$ cat config.mk
export PLATFORM = sky130hd
export DESIGN_NAME = mem_bus_arbiter_flat
export DESIGN_NICKNAME = d
export VERILOG_FILES = /design/src/rtl/mem_bus_arbiter_pkg.sv /design/src/rtl/mem_bus_arbiter_if.sv /design/src/rtl/mem_load_extend.sv /design/src/rtl/mem_bus_arbiter.sv /design/src/flat_wrapper.sv
export SDC_FILE = /design/constraint.sdc
export NUM_CORES = 1
export LEC_CHECK = 0
export ABC_AREA = 1
export CELL_PAD_IN_SITES_DETAIL_PLACEMENT = 1
export CELL_PAD_IN_SITES_GLOBAL_PLACEMENT = 1
export CORE_MARGIN = 2
export CORE_UTILIZATION = 36
export DETAILED_ROUTE_END_ITERATION = 10
export PLACE_DENSITY = 0.95
export SETUP_SLACK_MARGIN = 0.02
export SYNTH_ARGS = -nofsm -noshare
export SYNTH_HDL_FRONTEND = slang
export SYNTH_SLANG_ARGS = --single-unit
$ cat constraint.sdc
create_clock -name clk -period 23.9 [get_ports clk]
set_input_delay 3.585 -clock clk [delete_from_list [all_inputs] [get_ports clk]]
set_output_delay 3.585 -clock clk [all_outputs]
set_load 0.1 [all_outputs]
$ cat src/rtl/mem_bus_arbiter_pkg.sv
// mem_bus_arbiter_pkg
//   Shared definitions for the two-master byte-memory arbiter:
//   - access size encodings (byte/half/word/dword)
//   - FSM state encoding
//   - bytes_for_size(): number of byte transfers for an access size
// Optional feature macro used by importers: MEMBUS_ALIGN_CHECK_EN.
package mem_bus_arbiter_pkg;

    typedef enum logic [1:0] {
        SIZE_BYTE  = 2'd0,
        SIZE_HALF  = 2'd1,
        SIZE_WORD  = 2'd2,
        SIZE_DWORD = 2'd3
    } size_e;

    typedef enum logic [1:0] {
        ST_IDLE  = 2'd0,
        ST_XFER  = 2'd1,
        ST_DRAIN = 2'd2,
        ST_RESP  = 2'd3
    } state_e;

    // 1 << size: 1, 2, 4 or 8 byte transfers.
    function automatic logic [3:0] bytes_for_size(input size_e size);
        return 4'd1 << size;
    endfunction

endpackage

$ cat src/rtl/mem_bus_arbiter_if.sv
// mem_bus_arbiter_if
//   One master's request/response bundle toward the arbiter.
//   Signals: req, we, size, is_signed, addr, wdata (master -> arbiter);
//            done, rdata (arbiter -> master).
//   Modports: master (the requesting side), slave (the arbiter side).
//
// Handshake: the master raises req with we/size/is_signed/addr/wdata stable
// and holds them until the one-cycle done pulse. It may drop req in the done
// cycle; a req still high after that cycle is a new request. rdata is valid
// on done and holds until that master's next load completes.
interface mem_bus_arbiter_if #(
    parameter int DATA_W = 64
);
    logic              req;
    logic              we;
    logic [1:0]        size;
    logic              is_signed;
    logic [DATA_W-1:0] addr;
    logic [DATA_W-1:0] wdata;
    logic              done;
    logic [DATA_W-1:0] rdata;

    modport master (
        output req, we, size, is_signed, addr, wdata,
        input  done, rdata
    );

    modport slave (
        input  req, we, size, is_signed, addr, wdata,
        output done, rdata
    );
endinterface

$ cat src/rtl/mem_load_extend.sv
// mem_load_extend
//   Combinational sign/zero extension of an assembled little-endian load.
//   Ports:
//     raw       in  64  assembled bytes (lane i = byte i of the access)
//     size      in  2   access size (byte/half/word/dword)
//     is_signed in  1   1 = sign-extend from the top byte, 0 = zero-extend
//     ext       out 64  extended result; dword passes through unchanged
module mem_load_extend
    import mem_bus_arbiter_pkg::*;
(
    input  logic [63:0] raw,
    input  size_e       size,
    input  logic        is_signed,
    output logic [63:0] ext
);

    always_comb begin
        ext = raw;
        case (size)
            SIZE_BYTE: ext = {{56{is_signed & raw[7]}},  raw[7:0]};
            SIZE_HALF: ext = {{48{is_signed & raw[15]}}, raw[15:0]};
            SIZE_WORD: ext = {{32{is_signed & raw[31]}}, raw[31:0]};
            default:   ext = raw;
        endcase
    end

endmodule

$ cat src/rtl/mem_bus_arbiter.sv
// mem_bus_arbiter
//   Shares a byte-wide synchronous single-port memory between two 64-bit
//   masters (m0 = CPU load/store, m1 = loader/debug). Round-robin grant,
//   each 1/2/4/8-byte access is serialized into little-endian byte
//   transfers, loads are sign/zero-extended and a one-cycle done pulse goes
//   back to the granted master.
//   Ports:
//     clk, rst          clock; asynchronous active-high reset
//     m0, m1            mem_bus_arbiter_if.slave request/response bundles
//     err               misalignment flag, pulses with done
//     busy              FSM not in IDLE
//     owner             master currently or last granted (1 after reset)
//     mem_addr/re/we/wdata/rdata  byte memory port (1-cycle read latency)
//     state_dbg         current FSM state
//   Optional: `define MEMBUS_ALIGN_CHECK_EN to answer misaligned requests
//   with done+err and no memory traffic; otherwise err is tied to 0.
module mem_bus_arbiter
    import mem_bus_arbiter_pkg::*;
#(
    parameter int ADDR_W = 12,
    parameter int DATA_W = 64
) (
    input  logic              clk,
    input  logic              rst,
    mem_bus_arbiter_if.slave  m0,
    mem_bus_arbiter_if.slave  m1,
    output logic              err,
    output logic              busy,
    output logic              owner,
    output logic [ADDR_W-1:0] mem_addr,
    output logic              mem_re,
    output logic              mem_we,
    output logic [7:0]        mem_wdata,
    input  logic [7:0]        mem_rdata,
    output state_e            state_dbg
);

    state_e              state_q, state_d;
    logic                we_q, sgn_q, owner_q;
    size_e               size_q;
    logic [ADDR_W-1:0]   addr_q;
    logic [DATA_W-1:0]   wdata_q;
    logic [2:0]          cnt_q;
    logic [63:0]         asm_q;
    logic [1:0]          done_q;
    logic [DATA_W-1:0]   rdata0_q, rdata1_q;
    logic [63:0]         ext_data;

    // Grant selection and the fields of the master being granted.
    logic                req_any, grant_m1;
    logic                g_we, g_sgn, g_mis;
    size_e               g_size;
    logic [ADDR_W-1:0]   g_addr;
    logic [DATA_W-1:0]   g_wdata;

    logic [3:0]          n_bytes;
    logic                last_byte;
    logic [2:0]          cap_lane;
    logic                mis_q;

    assign req_any  = m0.req | m1.req;
    // Exactly one requester wins outright; on contention the master that
    // was not granted last time goes next.
    assign grant_m1 = m1.req & (~m0.req | ~owner_q);

    assign g_we    = grant_m1 ? m1.we        : m0.we;
    assign g_sgn   = grant_m1 ? m1.is_signed : m0.is_signed;
    assign g_size  = size_e'(grant_m1 ? m1.size : m0.size);
    assign g_addr  = grant_m1 ? m1.addr[ADDR_W-1:0] : m0.addr[ADDR_W-1:0];
    assign g_wdata = grant_m1 ? m1.wdata     : m0.wdata;

    assign n_bytes   = bytes_for_size(size_q);
    assign last_byte = ({1'b0, cnt_q} == (n_bytes - 4'd1));
    // Read data arrives one cycle after its strobe, so the lane being
    // captured trails the counter by one (wraps to 7 after a dword).
    assign cap_lane  = cnt_q - 3'd1;

    logic unused_addr_hi;
    assign unused_addr_hi = ^{m0.addr[DATA_W-1:ADDR_W], m1.addr[DATA_W-1:ADDR_W]};

`ifdef MEMBUS_ALIGN_CHECK_EN
    logic err_q;

    assign g_mis = (g_addr[2:0] & 3'(bytes_for_size(g_size) - 4'd1)) != 3'd0;

    always_ff @(posedge clk or posedge rst) begin
        if (rst) begin
            mis_q <= 1'b0;
            err_q <= 1'b0;
        end else begin
            if (state_q == ST_IDLE && req_any) begin
                mis_q <= g_mis;
            end
            err_q <= (state_q == ST_RESP) & mis_q;
        end
    end

    assign err = err_q;
`else
    assign g_mis = 1'b0;
    assign mis_q = 1'b0;
    assign err   = 1'b0;
`endif

    mem_load_extend u_extend (
        .raw       (asm_q),
        .size      (size_q),
        .is_signed (sgn_q),
        .ext       (ext_data)
    );

    // Next state and memory strobes.
    always_comb begin
        state_d = state_q;
        mem_re  = 1'b0;
        mem_we  = 1'b0;
        case (state_q)
            ST_IDLE: begin
                if (req_any) begin
                    state_d = g_mis ? ST_RESP : ST_XFER;
                end
            end
            ST_XFER: begin
                mem_we = we_q;
                mem_re = ~we_q;
                if (last_byte) begin
                    state_d = we_q ? ST_RESP : ST_DRAIN;
                end
            end
            ST_DRAIN: state_d = ST_RESP;
            ST_RESP:  state_d = ST_IDLE;
            default:  state_d = ST_IDLE;
        endcase
    end

    always_ff @(posedge clk or posedge rst) begin
        if (rst) begin
            state_q <= ST_IDLE;
        end else begin
            state_q <= state_d;
        end
    end

    // Request latch, byte counter, load assembly and responses.
    always_ff @(posedge clk or posedge rst) begin
        if (rst) begin
            we_q     <= 1'b0;
            sgn_q    <= 1'b0;
            size_q   <= SIZE_BYTE;
            addr_q   <= '0;
            wdata_q  <= '0;
            cnt_q    <= 3'd0;
            asm_q    <= 64'd0;
            owner_q  <= 1'b1;
            done_q   <= 2'b00;
            rdata0_q <= '0;
            rdata1_q <= '0;
        end else begin
            done_q <= 2'b00;
            case (state_q)
                ST_IDLE: begin
                    if (req_any) begin
                        owner_q <= grant_m1;
                        we_q    <= g_we;
                        sgn_q   <= g_sgn;
                        size_q  <= g_size;
                        addr_q  <= g_addr;
                        wdata_q <= g_wdata;
                        cnt_q   <= 3'd0;
                        asm_q   <= 64'd0;
                    end
                end
                ST_XFER: begin
                    cnt_q <= cnt_q + 3'd1;
                    if (!we_q && cnt_q != 3'd0) begin
                        asm_q[{cap_lane, 3'b000} +: 8] <= mem_rdata;
                    end
                end
                ST_DRAIN: begin
                    asm_q[{cap_lane, 3'b000} +: 8] <= mem_rdata;
                end
                ST_RESP: begin
                    done_q[owner_q] <= 1'b1;
                    if (!we_q && !mis_q) begin
                        if (owner_q) rdata1_q <= ext_data;
                        else         rdata0_q <= ext_data;
                    end
                end
                default: ;
            endcase
        end
    end

    // Address wraps modulo 2^ADDR_W through the natural adder width.
    assign mem_addr  = addr_q + ADDR_W'(cnt_q);
    assign mem_wdata = wdata_q[{cnt_q, 3'b000} +: 8];

    assign m0.done   = done_q[0];
    assign m1.done   = done_q[1];
    assign m0.rdata  = rdata0_q;
    assign m1.rdata  = rdata1_q;
    assign busy      = (state_q != ST_IDLE);
    assign owner     = owner_q;
    assign state_dbg = state_q;

endmodule

$ cat src/flat_wrapper.sv
// flat-port wrapper written by rule: the top's interface ports become plain ports
module mem_bus_arbiter_flat import mem_bus_arbiter_pkg::*;
#(
    parameter int ADDR_W = 12,
    parameter int DATA_W = 64
)
  (clk, rst, err, busy, owner, mem_addr, mem_re, mem_we, mem_wdata, mem_rdata, state_dbg, m0_req, m0_we, m0_size, m0_is_signed, m0_addr, m0_wdata, m0_done, m0_rdata, m1_req, m1_we, m1_size, m1_is_signed, m1_addr, m1_wdata, m1_done, m1_rdata);
  mem_bus_arbiter_if #(.DATA_W(DATA_W)) m0_i ();
  mem_bus_arbiter_if #(.DATA_W(DATA_W)) m1_i ();
  input  logic clk;
  input  logic rst;
  output logic err;
  output logic busy;
  output logic owner;
  output logic [ADDR_W-1:0] mem_addr;
  output logic mem_re;
  output logic mem_we;
  output logic [7:0] mem_wdata;
  input  logic [7:0] mem_rdata;
  output state_e state_dbg;
  input wire logic [$bits(m0_i.req)-1:0] m0_req;
  input wire logic [$bits(m0_i.we)-1:0] m0_we;
  input wire logic [$bits(m0_i.size)-1:0] m0_size;
  input wire logic [$bits(m0_i.is_signed)-1:0] m0_is_signed;
  input wire logic [$bits(m0_i.addr)-1:0] m0_addr;
  input wire logic [$bits(m0_i.wdata)-1:0] m0_wdata;
  output wire logic [$bits(m0_i.done)-1:0] m0_done;
  output wire logic [$bits(m0_i.rdata)-1:0] m0_rdata;
  input wire logic [$bits(m1_i.req)-1:0] m1_req;
  input wire logic [$bits(m1_i.we)-1:0] m1_we;
  input wire logic [$bits(m1_i.size)-1:0] m1_size;
  input wire logic [$bits(m1_i.is_signed)-1:0] m1_is_signed;
  input wire logic [$bits(m1_i.addr)-1:0] m1_addr;
  input wire logic [$bits(m1_i.wdata)-1:0] m1_wdata;
  output wire logic [$bits(m1_i.done)-1:0] m1_done;
  output wire logic [$bits(m1_i.rdata)-1:0] m1_rdata;
  assign m0_i.req = m0_req;
  assign m0_i.we = m0_we;
  assign m0_i.size = m0_size;
  assign m0_i.is_signed = m0_is_signed;
  assign m0_i.addr = m0_addr;
  assign m0_i.wdata = m0_wdata;
  assign m0_done = m0_i.done;
  assign m0_rdata = m0_i.rdata;
  assign m1_i.req = m1_req;
  assign m1_i.we = m1_we;
  assign m1_i.size = m1_size;
  assign m1_i.is_signed = m1_is_signed;
  assign m1_i.addr = m1_addr;
  assign m1_i.wdata = m1_wdata;
  assign m1_done = m1_i.done;
  assign m1_rdata = m1_i.rdata;
  mem_bus_arbiter #(.ADDR_W(ADDR_W), .DATA_W(DATA_W)) u_core (.clk(clk), .rst(rst), .m0(m0_i), .m1(m1_i), .err(err), .busy(busy), .owner(owner), .mem_addr(mem_addr), .mem_re(mem_re), .mem_we(mem_we), .mem_wdata(mem_wdata), .mem_rdata(mem_rdata), .state_dbg(state_dbg));
endmodule
# == Yosys cells after proc, flatten, opt, wreduce, memory -nomap -nowiden ==
# Index checks and enable logic that the tools add are counted.
# op_classes
n_addsub,5
order_cmp,2
eq_ne,9
n_shift,4
muxes,21
bitwise_logic,9
reduce_logical,15
# op_table
op,count
64-bit case mux with 3 select lines,2
64-bit 2-to-1 mux,3
64-bit bitwise mux,1
8-bit by 8-bit variable shift with 64-bit output (first input constant),1
64-bit by 7-bit indexed part select with 8-bit output,1
8-bit by 8-bit indexed part select with 64-bit output,1
12-bit by 3-bit adder with 12-bit output,1
12-bit 2-to-1 mux,1
3-bit AND reduction,3
2-bit 2-to-1 mux,4
6-bit negator with 8-bit output,1
2-bit case mux with 4 select lines,1
2-bit equality test (second input constant),3
1-bit 2-to-1 mux,6
2-bit by 1-bit != test with 1-bit output (second input constant),3
3-bit case mux with 2 select lines,1
2-bit AND reduction,3
3-bit nonzero test,2
1-bit AND,4
2-bit by 1-bit equality test with 1-bit output (second input constant),2
3-bit by 4-bit equality test with 1-bit output,1
2-bit logical NOT,2
2-bit nonzero test,2
1-bit by 2-bit << shifter with 4-bit output (first input constant),1
11 further kinds,15
# word_totals
reg_bits,280
inputBits,276
output_inout_bits,157
word_cells,77

# == Depth between registers and ports, before layout ==
# depth
ltp_word,6
depth_mapped,14
mapped_depth_nobuf,12

# == Cells and area by module ==
# From an unflattened synthesis, not the netlist that was laid out.
# unflattened
cells_unflattened,1606
area_unflattened_um2,13230.2
# modules_own_cells
module,instances,cells_per_inst,area_per_inst_um2,seq_area_each_um2
mem_bus_arbiter,1,1451,12385.6,7008.0
mem_load_extend,1,155,844.6,0.0

# == Worst setup path after synthesis ==
# Ideal clock, no wire load.
# synth_path
kind,register to output
start,register u_core.cnt_q[0]
end,output port mem_addr[10]
t_arrival_ps,2833
required_ps,20315
slack_ps,17482
path_stages_with_launch,8
n_path_buf,0
path_cell_list,dfrtp_1 > ha_1 > fa_1 > a21oi_1 > nor2_1 > nand2_1 > nor2_1 > xor2_1
# synth_via
elab_chain_len,1
# synth_lines
element,line_no,text
"start, declared",mem_bus_arbiter.sv:43,logic [2:0] cnt_q;
"start signal, assigned",mem_bus_arbiter.sv:174,cnt_q <= cnt_q + 3'd1;
12-bit by 3-bit adder with 12-bit output,mem_bus_arbiter.sv:195,assign mem_addr = addr_q + ADDR_W'(cnt_q);
"end, declared",flat_wrapper.sv:15,output logic [ADDR_W-1:0] mem_addr;
# No other way between the ends.

# == Final worst setup path ==
# Same ends and word-level chain as after synthesis.

==> impl_metrics.toml <==
[outcome]
status = "completed"

[sta]
setup_viol = 0
slew_viol_final = 0
timing.final.hold_violations = 0
final.setup.tns_ns = 0
relSlewSlack = 0.294
worst_slew_pin_slew_ns = 1.06
period_needed_ns = 7.51
clock_skew_ns = 0.0121
post-route-period-util = 0.314
rsz0062_at_grt = "false"
hold_slack_ns = 0.476
fmax_mhz = 133

[hold_path]
hp-class = "reg -> reg"
whs_path_depth = 2
min-delay-start = "u_core.asm_q[46]"
holdPathEnd = "u_core.asm_q[46]"

[place]
io_buffer_count = 327
place_inst = 2383
gp_congestion = 0.911
dpl.hpwl_mm = 34.3

[floorplanning]
core_area_um2 = 36500
rows = 70
die_area_um2 = 38500
die_h_um = 196
dieWidth_um = 196
num_io_pins = 433
start_util = 0.364

[worst_setup_path]
critPathMaxStageDelay_ns = 1.16
path_class = "reg -> out"
r2r_cells = 8
cp_slowest_cell = "clkdlybuf4s50_1"
cp_top_family = "buffers and inverters"
critPathArrivalTime_ns = 3.92
critPathRequiredTime_ns = 20.32
crit_path_end_kind = "primary output"
r2r-end = "u_core.m1.rdata[4]"
cp_max_fo = 57
startpoint_type = "flip-flop"
critPathBufInv = 2
path_cells = "buf_4 > ha_1 > fa_1 > a21oi_1 > nor2_1 > nand2_1 > nor2_1 > xor2_1 > clkdlybuf4s50_1"
worst_path_most_repeated_cell = "nor2_1"
reg2reg_from = "u_core.state_dbg[0]"
r2r_slack_ns = 20.57

[drt]
vias = 13000
drt-total-wl_mm = 48.2
vias_per_cell = 5.33
wl_per_cell_um = 19.8
drt-initial-drc-count = 687
drt-pass1-iter-count = 4
ant_nets = 0
drc_errors = 0

[layout]
num-fill-cells = 4342
instances_no_fill = 2432
layout-area-overhead-vs-synth_pct = 33.4
final_util = 0.486
layout_commonest_cell = "nand2_1"
fin_nets = 2239
multi_input_area_um2 = 5560
mostFrequentLayoutCells = "nand2_1, clkdlybuf4s50_1, dfrtp_1"
final_layout_size_suffix_gt1_frac = 0.0509
seq_area_um2 = 7010

[clock_network]
postCtsHoldBufs = 0
clock-sinks = 280
clockRootBuffer = "clkbuf_16"
postCtsSetupRepairBufs = 0
tritoncts = "built"
clk_pin_slew_ns = 0.06
cts_max_path_buffers = 3
worstSkewPairLatency_ns = 0.56
cts_resized = 0
htreeDepth = 1
numCtsBuffers = 30

[synthesis]
synthCells = 1676
syn_area_per_cell_um2 = 7.94
synth_cell_types = 34
ys_seq_area_frac = 0.527
netlist_area_um2 = 13300
ys_warn_count = 0
syn_nets = 1968
ys_ff_latch = 280

[global_routing]
grt_usage = 0.251
grt_max_degree = 128
grt_pass1_wl_mm = 76.3
grt_util_met1 = 0.281
met2_usage = 0.466
grtUsageMet3 = 0.0466
grt-ovfl-total = 0
grt_pass1_vias = 14100
antenna_found_initial = 3
busiest_layer = "met2"

[job]
cap_violations = 0
## stage by stage
step	area, um2	worst slack [ns]
floorplan	13300	12.59
global placement	16800	17.08
detailed placement	16800	17.03
CTS	17700	16.43
global route	17700	16.29
finish	17700	16.39
## cells by family (layout without fill, tap and decap cells)
logic type / count (synthesis) / after routing / share of synthesized area
flip-flops: 280 / 280 / 0.527
other: 1 / 2 / 0.000282
buffers and inverters: 176 / 463 / 0.0567
AND/OR/NAND/NOR: 892 / 892 / 0.273
AO/OA/AOI/OAI: 301 / 301 / 0.120
adder cells (fa/ha/maj): 16 / 16 / 0.0156
XOR/XNOR: 10 / 10 / 0.00715
## worst min-delay path, cell delays in order (launching register included)
cell and delay [ns]:
dfrtp_1 0.34, nand2_1 0.05, nand2_1 0.05
## synth_stat cells, drive strengths merged
master    n  share of area
or2       1        0.00047
o21ai   207          0.078
ha       15          0.014
xor2      9         0.0059
inv      71          0.020
fa        1         0.0015
nand3    98          0.040
nand3b    1        0.00056
xnor2     1         0.0012
buf      45          0.020
dfstp     1         0.0020
nand4    11         0.0052
a21oi    20         0.0075
a31oi    48          0.023
o22ai    26          0.012
nor3      3         0.0020
clkbuf   60          0.017
conb      1        0.00028
nand2   569           0.16
nor2    209          0.060
dfrtp   279           0.52
## state kept, by name, summed over array words and instances (netlist names)
name / count
u_core.addr_q: 12
u_core.asm_q: 64
u_core.cnt_q: 3
u_core.done_q: 2
u_core.m0.rdata: 64
u_core.m1.rdata: 64
u_core.owner: 1
u_core.sgn_q: 1
u_core.size_q: 2
u_core.state_dbg: 2
u_core.wdata_q: 64
u_core.we_q: 1
## area by class of cell
cell class / instances / share of cell area
clock buffers: 44 / 0.0487
well taps: 468 / 0.0330
inverters: 71 / 0.0154
repair buffers: 344 / 0.192
flip-flops and latches: 280 / 0.395
multi-input cells: 1220 / 0.313
clock inverters: 4 / 0.00254
diodes: 1 / 0.000141
## routing by layer
| layer | vias to the layer above | part of all wire | wire length [um] |
|---|---|---|---|
| met5 | - | 0.00050 | 24 |
| met4 | 4 | 0.040 | 1940 |
| met3 | 115 | 0.057 | 2730 |
| met2 | 452 | 0.53 | 25400 |
| met1 | 6435 | 0.38 | 18200 |
| li1 | 5950 | - | - |
## worst max path at each step
| stage | from | to | cells past startpoint | slack (ns) |
|---|---|---|---|---|
| after global placement | u_core.cnt_q[0] | mem_addr[10] | 9 | 17.08 |
| final | u_core.cnt_q[0] | mem_addr[10] | 9 | 16.39 |
| after detailed placement | u_core.cnt_q[0] | mem_addr[10] | 9 | 17.03 |
| after global routing | u_core.cnt_q[0] | mem_addr[10] | 9 | 16.29 |
| after CTS | u_core.cnt_q[0] | mem_addr[10] | 9 | 16.43 |
| after floorplan | rst | u_core.addr_q[0] | 1 | 12.59 |
Power is left out: the tool's default activity adds up to more than one toggle a clock period on the data nets, which glitch-free logic cannot reach.
